[src/rtl/ram_arbiter.sv]
// ram_arbiter: shares one single-port 16-bit RAM between two masters.
// Grants are combinational from the current requests plus the registered
// arbitration history. Read data and range errors come back one cycle after
// the grant on the owning master's response signals.
module ram_arbiter #(
    parameter int ADDR_MSB   = 6,
    parameter int MEM_SIZE   = 256,
    parameter int PRIO_MODE  = 0,
    parameter int STARVE_MAX = 4
) (
    input  logic                mclk,
    input  logic                reset_n,

    input  logic                m0_req,
    input  logic [ADDR_MSB:0]   m0_addr,
    input  logic [15:0]         m0_din,
    input  logic [1:0]          m0_wen,
    output logic                m0_gnt,
    output logic                m0_rdv,
    output logic [15:0]         m0_dout,
    output logic                m0_err,

    input  logic                m1_req,
    input  logic [ADDR_MSB:0]   m1_addr,
    input  logic [15:0]         m1_din,
    input  logic [1:0]          m1_wen,
    output logic                m1_gnt,
    output logic                m1_rdv,
    output logic [15:0]         m1_dout,
    output logic                m1_err,

    output logic [ADDR_MSB:0]   ram_addr,
    output logic                ram_cen,
    output logic [15:0]         ram_din,
    output logic [1:0]          ram_wen,
    input  logic [15:0]         ram_dout
);

    // Number of valid word addresses; anything at or above this is out of range.
    localparam logic [31:0] WORD_COUNT   = 32'(MEM_SIZE / 2);
    localparam logic [3:0]  STARVE_LIMIT = 4'(STARVE_MAX);

    // Which master received the most recent grant.
    typedef enum logic {
        LAST_M0 = 1'b0,
        LAST_M1 = 1'b1
    } last_t;

    last_t             last_gnt;
    last_t             last_gnt_next;
    logic [3:0]        starve_cnt;
    logic [3:0]        starve_cnt_next;

    logic              m1_wins;
    logic              gnt0;
    logic              gnt1;
    logic              any_gnt;
    logic              in_range;
    logic [ADDR_MSB:0] sel_addr;

    logic              rdv0_q;
    logic              rdv1_q;
    logic              err0_q;
    logic              err1_q;

    // Pick the owner of the RAM this cycle; no grants at all while in reset.
    always_comb begin
        m1_wins = m1_req;
        if (m0_req && m1_req) begin
            if (PRIO_MODE == 0) begin
                m1_wins = (starve_cnt == STARVE_LIMIT);
            end else begin
                m1_wins = (last_gnt == LAST_M0);
            end
        end
        gnt0    = reset_n & m0_req & ~m1_wins;
        gnt1    = reset_n & m1_req & m1_wins;
        any_gnt = gnt0 | gnt1;
    end

    // Steer the winner's request to the RAM, defaulting to m0 when idle.
    always_comb begin
        sel_addr = gnt1 ? m1_addr : m0_addr;
        in_range = (32'(sel_addr) < WORD_COUNT);
        ram_addr = sel_addr;
        ram_din  = gnt1 ? m1_din : m0_din;
        ram_wen  = gnt1 ? m1_wen : m0_wen;
        ram_cen  = ~(any_gnt & in_range);
    end

    // Work out the next arbitration history from this cycle's outcome.
    always_comb begin
        last_gnt_next   = last_gnt;
        starve_cnt_next = starve_cnt;
        if (gnt0) begin
            last_gnt_next = LAST_M0;
        end else if (gnt1) begin
            last_gnt_next = LAST_M1;
        end
        if (!m1_req || gnt1) begin
            starve_cnt_next = 4'd0;
        end else if (gnt0 && (starve_cnt != STARVE_LIMIT)) begin
            starve_cnt_next = starve_cnt + 4'd1;
        end
    end

    // Arbitration history register; after reset m0 wins the first contention.
    always_ff @(posedge mclk or negedge reset_n) begin
        if (!reset_n) begin
            last_gnt   <= LAST_M1;
            starve_cnt <= 4'd0;
        end else begin
            last_gnt   <= last_gnt_next;
            starve_cnt <= starve_cnt_next;
        end
    end

    // One-cycle response flags for the access granted on the previous cycle.
    always_ff @(posedge mclk or negedge reset_n) begin
        if (!reset_n) begin
            rdv0_q <= 1'b0;
            rdv1_q <= 1'b0;
            err0_q <= 1'b0;
            err1_q <= 1'b0;
        end else begin
            rdv0_q <= gnt0 & in_range & (m0_wen == 2'b11);
            rdv1_q <= gnt1 & in_range & (m1_wen == 2'b11);
            err0_q <= gnt0 & ~in_range;
            err1_q <= gnt1 & ~in_range;
        end
    end

    assign m0_gnt  = gnt0;
    assign m1_gnt  = gnt1;
    assign m0_rdv  = rdv0_q;
    assign m1_rdv  = rdv1_q;
    assign m0_err  = err0_q;
    assign m1_err  = err1_q;
    assign m0_dout = rdv0_q ? ram_dout : 16'h0000;
    assign m1_dout = rdv1_q ? ram_dout : 16'h0000;

endmodule

[config.mk]
export PLATFORM = sky130hd
export DESIGN_NAME = ram_arbiter
export DESIGN_NICKNAME = d
export VERILOG_FILES = /design/src/rtl/ram_arbiter.sv
export SDC_FILE = /design/constraint.sdc
export NUM_CORES = 1
export LEC_CHECK = 0
export ABC_AREA = 1
export ABC_CLOCK_PERIOD_IN_PS = 2400
export BUFFER_PORTS_ARGS = -buffer_cell sky130_fd_sc_hd__buf_2
export CAP_MARGIN = 20
export CORE_UTILIZATION = 33
export DETAILED_ROUTE_END_ITERATION = 7
export MAX_ROUTING_LAYER = met4
export PLACE_DENSITY_LB_ADDON = 0.12
export SYNTH_ARGS = -nofsm -noshare
export SYNTH_HDL_FRONTEND = slang
export SYNTH_SLANG_ARGS = --single-unit
[constraint.sdc]
create_clock -name mclk -period 2.4 [get_ports mclk]
set_clock_uncertainty 0.1 [all_clocks]
set_input_delay 0.12 -clock mclk [delete_from_list [all_inputs] [get_ports mclk]]
set_output_delay 0.12 -clock mclk [all_outputs]
set_load 0.05 [all_outputs]
==> results.tsv <==
metric	value	unit
antenna cells	0	
first-pass GRT wire length	5000	µm
Worst path depth	9	
number of remaining DRC errors	0	
leading cell types in the layout, fill and taps excluded	buf_2 (131), nand2_1 (113), inv_1 (43)	
Hold Crit Endpoint	m0_rdv	
vias in the first global route	1248	
sequential-to-total area share from yosys stat	15.9	%
WL met2	1550	µm
number of max-cap violations	0	
most common cell after layout, fill and taps aside	buf_2	
vias per cell	4.17	
CP cell instances	inv_1, ha_1, nand3_2, nand2_1, nand2_2, buf_4, nand2_1, o21ai_0, buf_2	
Worst-Margin Slew	0.500	ns
register bit total from synthesis	6	
cell family with most CP delay	buffers and inverters	
largest net degree at the start of global routing	27	
count of final hold-check violations	0	
CTS tree	done	
Setup Viol. Count Final	0	
drt wl/cell	8.64	µm
top sig layer	met3	
Root Driver	clkbuf_4	
Die Height	55.6	µm
top-area cell type share of the netlist area	44.8	%
Layout area overhead	69.2	%
first drt pass iteration count	6	
Fmax	470	MHz
CTS HTree Levels	1	
leading area contributor after synthesis	nand2_1	
pwr dens	359	nW/µm²
Clock Sinks	6	
RSZ-0062 raised after global routing	false	
CP endpoint kind	output port	
status	finished clean	
CP max-delay cell	dfrtp_1	
FF-to-FF path depth	8	
CP peak stage delay	0.38	ns
layout cells sized above 1	43.3	%
Post-DP Area	1570	µm²
Leakage	1.36	nW
total wire length	3040	µm
Non-Filler Instances	352	
# resized after CTS	0	
IO Count	134	
initial antenna violation count	0	
CP dominant cell by count	nand2_1	
Mean Syn Cell Area	4.86	µm²
Critical Path RT	2.18	ns
Worst VDD drop	0.255	mV
Final #Nets	395	
CP max FO	26	
aggregate negative setup slack	0	ns
register-to-register setup slack	0.81	ns
largest cells by area after synthesis	nand2_1 (45%), inv_1 (17%), dfrtp_1 (16%)	
vias	1467	
CTS max path bufs	2	
gpl congestion	0.804	
met3 wire len	308	µm
Post-DRT Antenna Nets	0	
Starting Density	34.6	%
CTS clk-pin slew, worst paths	0.05	ns
Synth Instances	195	
Distinct cells, synth	20	
min Tclk post-route	2.13	ns
reg2reg end	starve_cnt[3]	
hpwl dp	2520	µm
crit start category	flop	
hold path cells	3	
Port Buffers	131	
Crit path buffers/inverters	3	
# rows	19	
Syn. warnings	0	
design area	1600	µm²
worst min path class	in2reg	
RR Startpoint	starve_cnt[0]	
Slew Limit Headroom	66.6	%
Die ar.	3090	µm²
CORE AREA	2730	µm²
fin crit share	88.6	%
Inserted Clock Buffers	3	
critical path class	reg2out	
# placed instances	348	
WL met1	1180	µm
Hold Path Origin	m0_wen[0]	
setup bufs post-CTS	0	
global route overflow	0	
latest clock arrival within the worst-skew pair	0.24	ns
Worst Path Arrival	1.91	ns
Post-Syn Area	947	µm²
initial DRC count	75	
Total Routing Usage GR	20.1	%
Final Max Slew Viols	0	
Die X	55.6	µm
==> flip-flops by register name, summed over array words and instances (netlist names) <==
register / flops
m0_rdv: 1
m1_rdv: 1
starve_cnt: 4
==> synthesized netlist by cell type (all sizes together) <==
master and number:
nand2 114, inv 45, buf 9, dfrtp 6, nor2 4, nand3 3, o21ai 3, a21oi 2
clkbuf 2, ha 2, conb 1, nand4 1, nor3 1, o22ai 1, xor2 1
==> stage by stage <==
stage / total power [mW] / setup WS, ns / util [%] / hold WS (ns)
after floorplan: 0.376 / 0.110 / - / -0.276
after global placement: 0.480 / 0.546 / 57.4 / -0.133
after detailed placement: 0.482 / 0.536 / 57.4 / -0.126
after CTS: 0.579 / 0.271 / 58.6 / 0.00562
after global routing: 0.618 / 0.0682 / 58.6 / 0.00924
final: 0.575 / 0.273 / 58.6 / 0.00680
==> metal layers <==
layer	vias to the layer above	global-route usage, %
met1	588	20.6
met3	0	4.19
met4	0	3.57
met2	86	39.4
met5	-	-
li1	793	-
==> power by group <==
part           switching [mW]  total (mW)  internal, mW
combinational           0.251       0.355         0.104
clock                  0.0372      0.0939        0.0566
sequential             0.0139       0.126         0.112
total                   0.302       0.575         0.273
==> worst max-delay path by stage <==
stage,slack (ns),startpoint,endpoint
global placement,0.55,starve_cnt[0],ram_wen[1]
floorplan,0.11,starve_cnt[0],ram_wen[0]
global route,0.07,starve_cnt[0],ram_din[14]
detailed placement,0.54,starve_cnt[0],ram_wen[0]
finish,0.27,starve_cnt[0],ram_wen[1]
CTS,0.27,starve_cnt[0],ram_wen[0]
==> cell type report <==
| class | count | area (µm²) |
|---|---|---|
| clock buffers | 3 | 22.5 |
| multi-input cells | 134 | 549 |
| flip-flops and latches | 6 | 150 |
| fillers | 304 | 1130 |
| well taps | 31 | 38.8 |
| inverters | 45 | 169 |
| repair buffers | 133 | 673 |
==> repair_timing <==
item,4_1_cts,5_1_grt
setup endpoints to repair,0,0
endpoints found under the hold margin,6,0
hold buffers,1,0
==> logic make-up (layout without fill, tap and decap cells) <==
| kind of cell | Yosys count | count (layout) | share of synthesized area, % |
|---|---|---|---|
| simple gates | 123 | 123 | 50.3 |
| buf+inv | 56 | 181 | 26.6 |
| compound gates | 6 | 6 | 3.30 |
| flops | 6 | 6 | 15.9 |
| fa+ha+maj | 2 | 2 | 2.64 |
| other cells | 1 | 2 | 0.396 |
| xor+xnor | 1 | 1 | 0.925 |
==> worst reg2reg max path, delay by kind of cell (launching register included) <==
kind,cells,cell delay (ns)
buffers and inverters,2,0.36
adders and majority gates,1,0.21
and+or+nand+nor,5,0.46
DFF,1,0.38
(Power assumes the default switching activity.)
